**src/rtl/number_of_1s_stream_counter_pkg.sv**
```systemverilog
// Shared widths and count-mode constants for the streaming ones counter.
package number_of_1s_pkg;

  function automatic int unsigned clog2_u(input int unsigned v);
    for (int unsigned r = 0; r < 32; r++) begin
      if ((64'(1) << r) >= 64'(v)) return r;
    end
    return 32;
  endfunction

  // Bits needed to hold a population count of a w-bit word (0..w).
  function automatic int unsigned cnt_w(input int unsigned w);
    return clog2_u(w + 1);
  endfunction

  typedef enum logic {
    MODE_ONES  = 1'b0,
    MODE_ZEROS = 1'b1
  } count_mode_e;

endpackage

```
**src/rtl/number_of_1s_stream_counter_popcount_tree.sv**
```systemverilog
// Combinational popcount built as a balanced binary adder tree.
module popcount_tree
  import number_of_1s_pkg::*;
#(
  parameter  int unsigned W  = 4,
  localparam int unsigned OW = cnt_w(W)
) (
  input  logic [W-1:0]  in_bits,
  output logic [OW-1:0] count
);

  generate
    if (W == 1) begin : g_leaf
      assign count = in_bits;
    end else begin : g_node
      localparam int unsigned LW = W / 2;
      localparam int unsigned HW = W - LW;

      logic [cnt_w(LW)-1:0] lo;
      logic [cnt_w(HW)-1:0] hi;

      popcount_tree #(.W(LW)) u_lo (
        .in_bits (in_bits[LW-1:0]),
        .count   (lo)
      );

      popcount_tree #(.W(HW)) u_hi (
        .in_bits (in_bits[W-1:LW]),
        .count   (hi)
      );

      assign count = OW'(lo) + OW'(hi);
    end
  endgenerate

endmodule

```
**src/rtl/number_of_1s_stream_counter.sv**
```systemverilog
// Two-stage valid/ready ones/zeros counter with a saturating per-frame total.
module number_of_1s_stream_counter
  import number_of_1s_pkg::*;
#(
  parameter  int unsigned DATA_W = 8,
  parameter  int unsigned ACC_W  = 16,
  localparam int unsigned CNT_W  = cnt_w(DATA_W)
) (
  input  logic              clk,
  input  logic              rst_n,
  input  logic              in_valid,
  output logic              in_ready,
  input  logic [DATA_W-1:0] in_data,
  input  logic              in_last,
  input  logic              count_zeros,
  input  logic              clear,
  output logic              out_valid,
  input  logic              out_ready,
  output logic [CNT_W-1:0]  out_count,
  output logic [ACC_W-1:0]  out_total,
  output logic              out_last,
  output logic              out_sat
);

  localparam int unsigned LO_W  = DATA_W / 2;
  localparam int unsigned HI_W  = DATA_W - LO_W;
  localparam int unsigned LO_CW = cnt_w(LO_W);
  localparam int unsigned HI_CW = cnt_w(HI_W);

  logic [LO_CW-1:0] lo_pc;
  logic [HI_CW-1:0] hi_pc;

  logic              adv;
  logic              accept;

  logic              s1_valid_q, s1_valid_d;
  logic [LO_CW-1:0]  s1_lo_q, s1_lo_d;
  logic [HI_CW-1:0]  s1_hi_q, s1_hi_d;
  logic              s1_last_q, s1_last_d;
  count_mode_e       s1_mode_q, s1_mode_d;

  logic              out_valid_q, out_valid_d;
  logic [CNT_W-1:0]  out_count_q, out_count_d;
  logic [ACC_W-1:0]  out_total_q, out_total_d;
  logic              out_last_q, out_last_d;
  logic              out_sat_q, out_sat_d;
  logic [ACC_W-1:0]  acc_q, acc_d;
  logic              sat_q, sat_d;

  logic [CNT_W-1:0]  word_cnt;
  logic [CNT_W-1:0]  beat_cnt;
  logic [ACC_W:0]    sum_ext;
  logic [ACC_W-1:0]  total;
  logic              sat_now;

  popcount_tree #(.W(LO_W)) u_pc_lo (
    .in_bits (in_data[LO_W-1:0]),
    .count   (lo_pc)
  );

  popcount_tree #(.W(HI_W)) u_pc_hi (
    .in_bits (in_data[DATA_W-1:LO_W]),
    .count   (hi_pc)
  );

  // Global stall: the whole pipe moves only when the output slot is free or drained.
  assign adv      = !out_valid_q || out_ready;
  assign in_ready = rst_n && adv && !clear;
  assign accept   = in_valid && in_ready;

  always_comb begin
    // Raw popcounts are registered; zero mode is resolved in S2 as DATA_W - ones.
    word_cnt = CNT_W'(s1_lo_q) + CNT_W'(s1_hi_q);
    beat_cnt = (s1_mode_q == MODE_ZEROS) ? (CNT_W'(DATA_W) - word_cnt) : word_cnt;
    sum_ext  = {1'b0, acc_q} + (ACC_W+1)'(beat_cnt);
    total    = sum_ext[ACC_W] ? '1 : sum_ext[ACC_W-1:0];
    sat_now  = sat_q || sum_ext[ACC_W];
  end

  always_comb begin
    s1_valid_d  = s1_valid_q;
    s1_lo_d     = s1_lo_q;
    s1_hi_d     = s1_hi_q;
    s1_last_d   = s1_last_q;
    s1_mode_d   = s1_mode_q;
    out_valid_d = out_valid_q;
    out_count_d = out_count_q;
    out_total_d = out_total_q;
    out_last_d  = out_last_q;
    out_sat_d   = out_sat_q;
    acc_d       = acc_q;
    sat_d       = sat_q;

    if (clear) begin
      s1_valid_d  = 1'b0;
      out_valid_d = 1'b0;
      acc_d       = '0;
      sat_d       = 1'b0;
    end else if (adv) begin
      s1_valid_d = accept;
      if (accept) begin
        s1_lo_d   = lo_pc;
        s1_hi_d   = hi_pc;
        s1_last_d = in_last;
        s1_mode_d = count_mode_e'(count_zeros);
      end

      out_valid_d = s1_valid_q;
      if (s1_valid_q) begin
        out_count_d = beat_cnt;
        out_total_d = total;
        out_last_d  = s1_last_q;
        out_sat_d   = sat_now;
        acc_d       = s1_last_q ? '0 : total;
        sat_d       = s1_last_q ? 1'b0 : sat_now;
      end
    end
  end

  always_ff @(posedge clk or negedge rst_n) begin
    if (!rst_n) begin
      s1_valid_q  <= 1'b0;
      s1_lo_q     <= '0;
      s1_hi_q     <= '0;
      s1_last_q   <= 1'b0;
      s1_mode_q   <= MODE_ONES;
      out_valid_q <= 1'b0;
      out_count_q <= '0;
      out_total_q <= '0;
      out_last_q  <= 1'b0;
      out_sat_q   <= 1'b0;
      acc_q       <= '0;
      sat_q       <= 1'b0;
    end else begin
      s1_valid_q  <= s1_valid_d;
      s1_lo_q     <= s1_lo_d;
      s1_hi_q     <= s1_hi_d;
      s1_last_q   <= s1_last_d;
      s1_mode_q   <= s1_mode_d;
      out_valid_q <= out_valid_d;
      out_count_q <= out_count_d;
      out_total_q <= out_total_d;
      out_last_q  <= out_last_d;
      out_sat_q   <= out_sat_d;
      acc_q       <= acc_d;
      sat_q       <= sat_d;
    end
  end

  assign out_valid = out_valid_q;
  assign out_count = out_count_q;
  assign out_total = out_total_q;
  assign out_last  = out_last_q;
  assign out_sat   = out_sat_q;

endmodule

```
**config.mk**
```make
export PLATFORM = sky130hd
export DESIGN_NAME = number_of_1s_stream_counter
export DESIGN_NICKNAME = d
export VERILOG_FILES = /design/src/rtl/number_of_1s_stream_counter_pkg.sv /design/src/rtl/number_of_1s_stream_counter_popcount_tree.sv /design/src/rtl/number_of_1s_stream_counter.sv
export SDC_FILE = /design/constraint.sdc
export NUM_CORES = 1
export LEC_CHECK = 0
export BUFFER_PORTS_ARGS = -buffer_cell sky130_fd_sc_hd__buf_2
export CAP_MARGIN = 20
export CORE_MARGIN = 2
export CORE_UTILIZATION = 42
export DETAILED_ROUTE_END_ITERATION = 10
export PLACE_DENSITY = 0.71
export SETUP_SLACK_MARGIN = 0.02
export SYNTH_ARGS = -nofsm -noshare
export SYNTH_HDL_FRONTEND = slang
export SYNTH_SLANG_ARGS = --single-unit
```
**constraint.sdc**
```tcl
create_clock -name clk -period 3.36 [get_ports clk]
set_input_delay 0.336 -clock clk [delete_from_list [all_inputs] [get_ports clk]]
set_output_delay 0.336 -clock clk [all_outputs]
set_load 0.005 [all_outputs]
```
After elaboration in Yosys (flattened, before gate mapping):

Cells that the tools add are included.
W data, S select, Z words.

* add/sub/neg operators: 9
* multiplexer cells: 14
* bitwise gates (word level): 1
* reductions and logical operators: 12

Operators with widths (number)
* $mux W16: 5
* $add A16 B4 Y17: 1
* $add A1 B1 Y2: 4
* $mux W1: 8
* $add A2 B2 Y3: 2
* $reduce_and A3 Y1: 2
* $add A3 B3 Y4: 1
* $mux W4: 1
* $reduce_bool A2 Y1: 2
* $sub A4 B4 Y4 const A: 1
* $logic_and A1 B1 Y1: 3
* $logic_not A1 Y1: 2
* $logic_or A1 B1 Y1: 2
* $reduce_and A2 Y1: 1
* $not A1 Y1: 1

* output and inout bits: 24
* flip-flop bits (word level): 49
* input bits: 15
* logic and storage cells: 48

Depth between registers and ports, before layout:

Gate-level depths: netlist (run 1).

* depth after elaboration: 9
* mapped depth: 13

Cells and area by module:

A second synthesis (run 1) with hierarchy kept.

* cell total of the unflattened synthesis: 296
* area, all modules: 2776.4 µm²

By module, submodules not included
* number_of_1s_stream_counter: area an instance 2563.7 µm², times used 1, cells an instance 270
* popcount_tree at u_pc_hi ...: area an instance 51.3 µm², times used 2, cells an instance 7
* popcount_tree at u_pc_hi.g_node.u_hi.g_node.u_hi ...: area an instance 7.5 µm², times used 8, cells an instance 1
* popcount_tree at u_pc_hi.g_node.u_hi ...: area an instance 12.5 µm², times used 4, cells an instance 1

Worst setup path before layout (run 1):

OpenSTA, ideal clock, no wires.

* path type: register to register
* from: register s1_lo_q[0]
* to: register acc_q[9]
* data required time: 3.239 ns
* library setup time: 0.121 ns
* data arrival time: 2.933 ns
* clock period less this slack: 3.054 ns
* stages on the path, launching flop included: 13
* setup slack: 0.306 ns
* cell sequence: dfrtp_1 -> ha_1 -> fa_1 -> inv_1 -> ha_1 -> mux2i_1 -> inv_1 -> ha_1 -> a21oi_1 -> o22ai_2 -> nand4_1 -> a21o_1 -> a22o_1

* word-level cells in the longest chain between the ends: 9

RTL lines
* from (decl): RTL line number_of_1s_stream_counter.sv:37 `logic [LO_CW-1:0] s1_lo_q, s1_lo_d;`
* from (signal assigned): RTL line number_of_1s_stream_counter.sv:136 `s1_lo_q <= s1_lo_d;`
* $add A3 B3 Y4 (*): RTL line number_of_1s_stream_counter.sv:73 `word_cnt = CNT_W'(s1_lo_q) + CNT_W'(s1_hi_q);`
* $sub A4 B4 Y4: RTL line number_of_1s_stream_counter.sv:74 `beat_cnt = (s1_mode_q == MODE_ZEROS) ? (CNT_W'(DATA_W) - word_cnt) : word_cnt;`
* $mux W4 (*): RTL line number_of_1s_stream_counter.sv:74
* via beat_cnt[1]: RTL line number_of_1s_stream_counter.sv:51 `logic [CNT_W-1:0] beat_cnt;`
* $add A16 B4 Y17 (*): RTL line number_of_1s_stream_counter.sv:75 `sum_ext = {1'b0, acc_q} + (ACC_W+1)'(beat_cnt);`
* $mux W16 (*): RTL line number_of_1s_stream_counter.sv:76 `total = sum_ext[ACC_W] ? '1 : sum_ext[ACC_W-1:0];`
* $mux W16 (*): RTL line number_of_1s_stream_counter.sv:114 `acc_d = s1_last_q ? '0 : total;`
* $mux W16 (*): RTL line number_of_1s_stream_counter.sv:109 `if (s1_valid_q) begin`
* $mux W16 (*): RTL line number_of_1s_stream_counter.sv:99 `end else if (adv) begin`
* $mux W16 (*): RTL line number_of_1s_stream_counter.sv:94 `if (clear) begin`
* to (signal assigned): RTL line number_of_1s_stream_counter.sv:132 `acc_q <= '0;`
* to (signal assigned): RTL line number_of_1s_stream_counter.sv:145 `acc_q <= acc_d;`
* to (decl): RTL line number_of_1s_stream_counter.sv:47 `logic [ACC_W-1:0] acc_q, acc_d;`

The timed path passes the listed nets; every way through them passes the cells marked *. The select of a mux whose other input is x is not followed.
A chain may end at the register's enable or synchronous reset.

Final worst setup path (run 1):

Same ends and word-level chain as after synthesis.

==> results of run 1 <==
[cell type report]
type | count | share of cell area
Clock buffer | 6 | 0.0262
Clock inverter | 2 | 0.00437
Inverter | 19 | 0.0227
Multi-Input combinational cell | 205 | 0.448
Sequential cell | 49 | 0.390
Tap cell | 77 | 0.0306
Timing Repair Buffer | 46 | 0.0787
[power by group through the flow]
stage	Combinational (mW)	Sequential, mW	Clock [mW]
final	0.643	0.755	0.364
after global routing	0.733	0.771	0.403
after CTS	0.570	0.756	0.376
after detailed placement	0.562	0.767	0
after global placement	0.549	0.762	0
after floorplan	0.376	0.765	0
[repair_timing]
item                       in CTS  in global routing
pin swaps                       1                  3
resized for setup               1                  7
setup endpoints to repair       1                 19
buffers inserted                0                  3
[cells by family (layout without fill, tap and decap cells)]
group,after synthesis,count (layout),share of synthesized area
flops,49,49,0.449
fa+ha+maj,16,16,0.0843
compound gates,80,80,0.177
simple gates,89,89,0.166
mux,9,9,0.0367
xor+xnor,11,11,0.0353
buf+inv,31,73,0.0513
[flip-flops by register name (all words and copies together) (netlist names)]
| signal | count |
|---|---|
| s1_valid_q | 1 |
| out_count | 4 |
| out_valid | 1 |
| s1_lo_q | 3 |
| sat_q | 1 |
| acc_q | 16 |
| s1_mode_q | 1 |
| s1_last_q | 1 |
| out_total | 16 |
| out_sat | 1 |
| out_last | 1 |
| s1_hi_q | 3 |
[cells in the final DEF (no fill, tap or decap), types with 3 or more instances in the layout]
cell type and n:
nor3_1 3, buf_4 7, ha_1 10, nand3_1 8
nor2_1 22, dfrtp_1 49, o21ai_1 7, xnor2_1 5
nor2b_1 4, nand2b_1 4, o21ai_0 25, a21o_1 6
clkbuf_8 6, a31oi_1 5, nand4_1 4, a22o_1 7
xor2_1 5, nand2_1 33, buf_2 38, a21oi_1 19
mux2_2 8, inv_1 19, fa_1 4
[final timing paths]
kind                               from           end  slack, ns  cells after the start
max                          s1_lo_q[0]      acc_q[9]       0.15                     12
min                               rst_n     s1_last_q       0.14                      2
max reg2reg                  s1_lo_q[0]      acc_q[9]       0.15                     12
min reg2reg                out_count[2]  out_count[2]       0.48                      2
max in group asynchronous         rst_n  out_count[0]       2.79                      2
min in group clk                  clear     out_valid       0.25                      2
[routing by layer]
layer  track usage  up-vias  wire, um
met5             0        -         0
met4        0.0418        0        55
met3        0.0324        5       297
met2         0.256       69      2730
met1         0.238     1035      2680
li1              -     1067         -
==> run_results.csv, run 1 <==
group,metric,value,unit
status,status,"complete, no violations",
logic_synthesis,avgSynthCellArea,9.58,sq um
setup_path,cp.required,3.55,ns
cells_and_area,synthToLayoutAreaGrowth,15.3,%
detailed_routing,via_per_inst,5.39,
sta,fin_hold_ws,0.143,ns
die,core_area,6310,sq um
detailed_routing,dr.pass1.iters,4,
power_and_ir_drop,power_frac_seq,0.428,
sta,rsz0062_at_grt,"true",
die,die_area,7160,sq um
logic_synthesis,syn_nets,316,
setup_path,arrival,3.40,ns
cells_and_area,nFillCells,605,
die,die_w,84.6,um
power_and_ir_drop,power_density,560,nW/um^2
setup_path,slowest_delay,0.52,ns
sta,fin_ws,0.154,ns
detailed_routing,drtIter0Drc,227,
global_route,antenna_found_initial,0,
logic_synthesis,yosys.area.top_type_share,0.449,
setup_path,cp_top_family,"adder cells",
power_and_ir_drop,net-switching-power,0.611,mW
logic_synthesis,synth_area_leader_cell,"dfrtp_1",
detailed_routing,routed_wirelength,5760,um
logic_synthesis,ys_seq_area_frac,0.449,
cells_and_area,multi_input_area,1410,sq um
sta,layout_min_cycle_time,3.21,ns
logic_synthesis,yosysMostFrequentCell,"dfrtp_1",
power_and_ir_drop,max-vdd-ir-drop,0.000328,V
placement,place_ws,0.0149,ns
clock_network,htreeDepth,2,
die,fp-row-count,29,
die,io_pins,39,
setup_path,path_max_fanout,6,
sta,hold_viol,0,
logic_synthesis,synth_enable_flop_cells,0,
clock_network,clk_pin_slew,0.09,ns
clock_network,cts_tree,"done",
global_route,grt-ovfl-total,0,
clock_network,cts_buffer_depth,2,
setup_path,crit_type,"flip-flop to flip-flop",
placement,port_buffers,38,
setup_path,crit_path_cell_trace,"ha_1 > fa_1 > inv_1 > ha_1 > mux2i_2 > inv_1 > ha_4 > a21oi_4 > o22ai_4 > nand4_1 > a21o_1 > a22o_1",
placement,place_hpwl,3930,um
sta,finalMaxSlewViolations,0,
sta,tightest_slew,0.718,ns
sta,finalSetupTns,0,ns
logic_synthesis,synthFlopType,"dfrtp_1",
cells_and_area,nets,357,
logic_synthesis,yosysUniqueCellTypes,43,
sta,fin_skew,0.00911,ns
job,maxCapViolCount,0,
power_and_ir_drop,switching_share,0.347,
sta,max_clock_freq,312,MHz
clock_network,cts_buffers,5,
power_and_ir_drop,clockPowerShare,0.207,
global_route,gr-usage-all-layers,0.165,
power_and_ir_drop,leakage,1.53,nW
setup_path,crit_path_end_kind,"flip-flop",
detailed_routing,detail-route-antenna-nets,0,
global_route,grt_pass1_wl,9570,um
die,start_util,0.432,
setup_path,critPathBufInv,2,
global_route,grt_max_degree,50,
cells_and_area,layout.area.seq,1230,sq um
placement,placedInstanceArea,2990,sq um
cells_and_area,drive_above_1_share,0.229,
placement,gp_congestion,0.873,
sta,setup_viol,0,
logic_synthesis,synth_common_cells,"dfrtp_1 (49), nand2_1 (33), o21ai_0 (25), nor2_1 (22), a21oi_1 (20)",
logic_synthesis,ys.warnings.count,0,
logic_synthesis,async_flop_share,1.00,
die,die_h,84.6,um
sta,finalCritPeriodShare,0.954,
cells_and_area,final_cell_count_no_fill,404,
clock_network,numClockSinks,49,
power_and_ir_drop,power,1.76,mW
sta,maxSlewHeadroom,0.520,
clock_network,ctsHoldBuffers,0,
global_route,first_global_vias,2016,
hold_path,hold_class,"input pin to async pin",
logic_synthesis,synth_area,2730,sq um
detailed_routing,drc,0,
cells_and_area,post-route-cell-area,3150,sq um
placement,place_inst,393,
logic_synthesis,ys_top_cells_by_area,"dfrtp_1 (45%), ha_1 (5.5%), o21ai_0 (4.6%)",
setup_path,slowest_stage,"fa_1",
detailed_routing,via_count,2176,
clock_network,insertion_delay,0.30,ns
logic_synthesis,synth_cells,285,
cells_and_area,utilization,0.499,
cells_and_area,diodes,0,
power_and_ir_drop,p_int,1.15,mW
power_and_ir_drop,p_comb_frac,0.365,
clock_network,cts_root_buffer,"clkbuf_8",
setup_path,start_kind,"flip-flop",
logic_synthesis,synth-seq-cells,49,
detailed_routing,wl_per_cell,14.3,um
Power figures use the tool's default switching activity.
==> run 2: changes to the inputs <==
--- a/config.mk
+++ b/config.mk
@@ -6,7 +6,7 @@
 export NUM_CORES = 1
 export LEC_CHECK = 0
 export BUFFER_PORTS_ARGS = -buffer_cell sky130_fd_sc_hd__buf_2
-export CAP_MARGIN = 20
+export CAP_MARGIN = 10
 export CORE_MARGIN = 2
 export CORE_UTILIZATION = 42
 export DETAILED_ROUTE_END_ITERATION = 10
==> constraint.sdc (replaced) <==
create_clock -name clk -period 3.36 [get_ports clk]
set_input_delay 0.672 -clock clk [delete_from_list [all_inputs] [get_ports clk]]
set_output_delay 0.672 -clock clk [all_outputs]
set_load 0.005 [all_outputs]
==> run_results.csv, run 2 (synthesis results as in run 1) <==
group,metric,value,unit
power_and_ir_drop,leakage,1.53,nW
sta,fin_skew,0.00771,ns
cells_and_area,synthToLayoutAreaGrowth,16.3,%
sta,layout_min_cycle_time,3.17,ns
cells_and_area,final_common_cell,"dfrtp_1",
setup_path,path_max_fanout,7,
setup_path,slowest_stage,"fa_1",
clock_network,cts_root_buffer,"clkbuf_8",
job,maxCapViolCount,0,
detailed_routing,dr.pass1.iters,4,
placement,placedInstanceArea,2990,sq um
sta,finalCritPeriodShare,0.942,
setup_path,cpMostUsedCell,"nand4_1",
clock_network,cts_buffers,5,
sta,fin_hold_ws,0.474,ns
detailed_routing,drc,0,
power_and_ir_drop,power,1.81,mW
die,die_h,84.6,um
setup_path,critPathBufInv,0,
die,start_util,0.432,
detailed_routing,via_count,2184,
cells_and_area,post-route-cell-area,3170,sq um
die,fp-row-count,29,
power_and_ir_drop,p_comb_frac,0.355,
sta,max_clock_freq,316,MHz
cells_and_area,final_cell_count_no_fill,405,
power_and_ir_drop,power_density,570,nW/um^2
clock_network,cts_tree,"done",
detailed_routing,wl_per_cell,14.6,um
die,die_w,84.6,um
cells_and_area,final_cell_mix,"dfrtp_1 (49), buf_2 (38), nand2_1 (33), o21ai_0 (25), nor2_1 (22)",
sta,finalMaxSlewViolations,0,
power_and_ir_drop,net-switching-power,0.603,mW
setup_path,arrival,3.37,ns
detailed_routing,detail-route-antenna-nets,0,
detailed_routing,routed_wirelength,5930,um
global_route,grt_max_degree,50,
global_route,gr-usage-all-layers,0.174,
cells_and_area,nFillCells,608,
global_route,grt_pass1_wl,10100,um
detailed_routing,drtIter0Drc,194,
power_and_ir_drop,power_frac_seq,0.418,
clock_network,numClockSinks,49,
hold_path,hold_class,"input pin to async pin",
global_route,grt-ovfl-total,0,
clock_network,cts_buffer_depth,2,
setup_path,start_kind,"flip-flop",
clock_network,htreeDepth,2,
setup_path,cp_top_family,"adder cells",
status,status,"complete, no violations",
power_and_ir_drop,max-vdd-ir-drop,0.000346,V
detailed_routing,via_per_inst,5.39,
sta,maxSlewHeadroom,0.574,
sta,rsz0062_at_grt,"true",
setup_path,crit_path_cell_trace,"ha_2 > fa_1 > xnor2_1 > nand4_1 > xor2_2 > ha_2 > nand4_1 > o22ai_4 > nand4_1 > a21o_1 > a22o_1",
global_route,first_global_vias,2163,
cells_and_area,utilization,0.503,
power_and_ir_drop,switching_share,0.333,
cells_and_area,drive_above_1_share,0.235,
placement,place_inst,394,
setup_path,crit_path_end_kind,"flip-flop",
cells_and_area,nets,359,
sta,setup_viol,0,
setup_path,slowest_delay,0.41,ns
die,io_pins,39,
sta,tightest_slew,0.638,ns
global_route,antenna_found_initial,0,
placement,place_ws,-0.0241,ns
cells_and_area,diodes,0,
clock_network,clk_pin_slew,0.09,ns
sta,fin_ws,0.194,ns
die,core_area,6310,sq um
setup_path,crit_type,"flip-flop to flip-flop",
sta,finalSetupTns,0,ns
die,die_area,7160,sq um
clock_network,ctsHoldBuffers,0,
placement,port_buffers,38,
placement,gp_congestion,0.878,
placement,place_hpwl,4090,um
setup_path,cp.required,3.56,ns
power_and_ir_drop,clockPowerShare,0.227,
power_and_ir_drop,p_int,1.21,mW
sta,hold_viol,0,
clock_network,insertion_delay,0.30,ns
[run 2: changes by cell type in the layout (fill, tap and decap cells not counted), sizes merged]
cell and delta:
buf +2, clkbuf -2, bufinv +1, clkinv -1, o22ai +1
[run 2: power by group through the flow]
stage | Combinational [mW] | Clock [mW] | Sequential (mW)
3_5_place_dp | 0.574 | 0 | 0.768
4_1_cts | 0.576 | 0.422 | 0.756
5_1_grt | 0.737 | 0.446 | 0.772
2_1_floorplan | 0.376 | 0 | 0.765
3_3_place_gp | 0.551 | 0 | 0.762
6_report | 0.642 | 0.411 | 0.756
[run 2: layout make-up]
cell class	count	area, sq um	area share
clock buffer	5	68.8	0.0217
clock inverter	2	35.0	0.0110
inverter	19	71.3	0.0225
multi-input combinational	206	1420	0.447
sequential	49	1230	0.386
tap	77	96.3	0.0304
timing repair buffer	47	258	0.0812
[run 2: path summary, 6_finish.rpt]
check	start	end	slack, ns	depth (start not counted)
worst max register to register	s1_lo_q[0]	acc_q[9]	0.19	11
worst min register to register	out_count[2]	out_count[2]	0.49	2
max in group asynchronous	rst_n	out_total[5]	2.44	2
worst max-delay path	s1_lo_q[0]	acc_q[9]	0.19	11
worst min-delay path	rst_n	out_total[14]	0.47	2
min in group clk	out_count[2]	out_count[2]	0.49	2
[run 2: layer usage]
metal  up-vias  routed length (um)  GRT usage
met5         -                   0          0
met4         0                  60     0.0577
met1      1046                2760      0.242
li1       1079                   -          -
met3         5                 218     0.0315
met2        54                2890      0.275
[run 2: worst register-to-register path, delay by kind of cell (launching register included)]
kind	cells	cell delay (ns)
and+or+nand+nor	3	0.55
DFF	1	0.39
xor gates and xnor gates	2	0.42
adders and majority gates	3	1.02
AOI/OAI and AO/OA	3	0.68
[run 2: repair_timing]
action,in CTS,in global routing
pin swaps,1,6
resized for setup,1,8
buffers inserted,0,3
gates cloned,0,1
endpoints found under the setup margin,3,29
==> run 3: changes to the inputs <==
--- a/config.mk
+++ b/config.mk
@@ -11,6 +11,7 @@
 export CORE_UTILIZATION = 42
 export DETAILED_ROUTE_END_ITERATION = 10
 export PLACE_DENSITY = 0.71
+export REMOVE_ABC_BUFFERS = 1
 export SETUP_SLACK_MARGIN = 0.02
 export SYNTH_ARGS = -nofsm -noshare
 export SYNTH_HDL_FRONTEND = slang
==> run_results.csv, run 3 (synthesis results as in run 1) <==
group,metric,value,unit
sta,layout_min_cycle_time,3.26,ns
placement,gp_congestion,0.865,
power_and_ir_drop,max-vdd-ir-drop,0.000303,V
setup_path,slowest_delay,0.57,ns
power_and_ir_drop,p_int,1.24,mW
global_route,gr-usage-all-layers,0.172,
global_route,grt_max_degree,50,
global_route,first_global_vias,2171,
power_and_ir_drop,net-switching-power,0.602,mW
setup_path,crit_path_end_kind,"flip-flop",
die,start_util,0.432,
sta,finalSetupTns,0,ns
sta,hold_viol,0,
power_and_ir_drop,switching_share,0.326,
setup_path,crit_type,"flip-flop to flip-flop",
cells_and_area,synthToLayoutAreaGrowth,17.2,%
sta,tightest_slew,0.665,ns
detailed_routing,via_per_inst,5.45,
clock_network,cts_root_buffer,"clkbuf_8",
status,status,"complete, no violations",
hold_path,hold_class,"flip-flop to flip-flop",
sta,max_clock_freq,307,MHz
cells_and_area,final_cell_count_no_fill,407,
die,io_pins,39,
setup_path,slowest_stage,"fa_1",
cells_and_area,nFillCells,611,
clock_network,cts_tree,"done",
global_route,grt_pass1_wl,9940,um
sta,finalMaxSlewViolations,0,
clock_network,htreeDepth,2,
setup_path,start_kind,"flip-flop",
setup_path,crit_path_cell_trace,"ha_2 > fa_1 > inv_1 > ha_1 > mux2i_4 > fa_1 > nand2b_1 > a21oi_1 > buf_4 > nand2_2 > o31ai_1 > a22o_1",
job,maxCapViolCount,0,
cells_and_area,post-route-cell-area,3200,sq um
cells_and_area,final_common_cell,"dfrtp_1",
detailed_routing,wl_per_cell,14.4,um
power_and_ir_drop,power_frac_seq,0.409,
power_and_ir_drop,leakage,1.55,nW
sta,fin_skew,0.00540,ns
detailed_routing,detail-route-antenna-nets,0,
sta,rsz0062_at_grt,"true",
setup_path,arrival,3.50,ns
power_and_ir_drop,p_comb_frac,0.352,
cells_and_area,drive_above_1_share,0.239,
power_and_ir_drop,power_density,577,nW/um^2
global_route,grt-ovfl-total,0,
die,fp-row-count,29,
detailed_routing,drc,0,
setup_path,path_max_fanout,10,
sta,finalCritPeriodShare,0.969,
clock_network,clk_pin_slew,0.09,ns
die,die_area,7160,sq um
die,die_w,84.6,um
clock_network,cts_buffer_depth,2,
cells_and_area,nets,360,
setup_path,cpMostUsedCell,"fa_1",
placement,placedInstanceArea,2990,sq um
global_route,antenna_found_initial,0,
cells_and_area,diodes,0,
detailed_routing,drtIter0Drc,135,
clock_network,numClockSinks,49,
placement,place_hpwl,4020,um
cells_and_area,utilization,0.507,
detailed_routing,via_count,2217,
cells_and_area,final_cell_mix,"dfrtp_1 (49), buf_2 (38), nand2_1 (33), o21ai_0 (25), nor2_1 (22)",
sta,maxSlewHeadroom,0.556,
placement,place_inst,394,
placement,place_ws,0.0272,ns
die,die_h,84.6,um
clock_network,cts_buffers,5,
sta,setup_viol,0,
power_and_ir_drop,clockPowerShare,0.239,
sta,fin_ws,0.105,ns
placement,port_buffers,38,
die,core_area,6310,sq um
clock_network,insertion_delay,0.30,ns
detailed_routing,routed_wirelength,5860,um
detailed_routing,dr.pass1.iters,4,
setup_path,cp.required,3.60,ns
==> run 3: layout make-up <==
cell class	count	area [sq um]	area share
tap	77	96.3	0.0301
clock inverter	2	37.5	0.0117
inverter	19	71.3	0.0223
clock buffer	6	82.6	0.0258
sequential	49	1230	0.383
timing repair buffer	49	273	0.0852
multi-input combinational	205	1410	0.442
==> run 3: stage by stage <==
stage | hold WS [ns] | power (mW)
after detailed placement | 0.464 | 1.33
final | 0.478 | 1.85
after floorplan | 0.376 | 1.13
after global placement | 0.457 | 1.30
after global routing | 0.535 | 2.00
after CTS | 0.487 | 1.77
==> run 3: repair_timing <==
action                                  in CTS  in global routing
endpoints found under the setup margin       1                 13
buffers inserted                             0                  5
gates resized for setup                      0                 10
pin swaps                                    1                  6
hold buffers                                 0                  0
==> run 3: worst paths after layout <==
| kind | depth (start not counted) | slack, ns | from | endpoint |
|---|---|---|---|---|
| setup / recovery | 12 | 0.10 | s1_lo_q[0] | acc_q[10] |
| hold / removal | 2 | 0.48 | out_count[3] | out_count[3] |
| setup reg to reg | 12 | 0.10 | s1_lo_q[0] | acc_q[10] |
| hold reg to reg | 2 | 0.48 | out_count[3] | out_count[3] |
| max in group asynchronous | 2 | 2.45 | rst_n | s1_hi_q[2] |
| min in group asynchronous | 2 | 0.49 | rst_n | out_valid |
==> run 3: power groups by stage <==
stage               Clock, mW  Combinational (mW)  Sequential, mW
detailed placement          0               0.560           0.767
global route            0.479               0.749           0.773
global placement            0               0.539           0.762
floorplan                   0               0.367           0.766
finish                  0.441               0.651           0.755
CTS                     0.455               0.561           0.755
==> run 3: critical path, delay by kind of cell, from the launching register on <==
family / cells / cell delay [ns]
compound gates: 3 / 0.55
flops: 1 / 0.40
mux: 1 / 0.09
buf+inv: 2 / 0.26
fa+ha+maj: 4 / 1.50
simple gates: 2 / 0.37
==> run 3: routing by layer <==
metal | wire (um) | vias to the layer above | global-route usage
met4 | 106 | 0 | 0.0649
met3 | 263 | 10 | 0.0324
met2 | 2850 | 55 | 0.288
met1 | 2650 | 1065 | 0.221
li1 | - | 1087 | -
met5 | 0 | - | 0
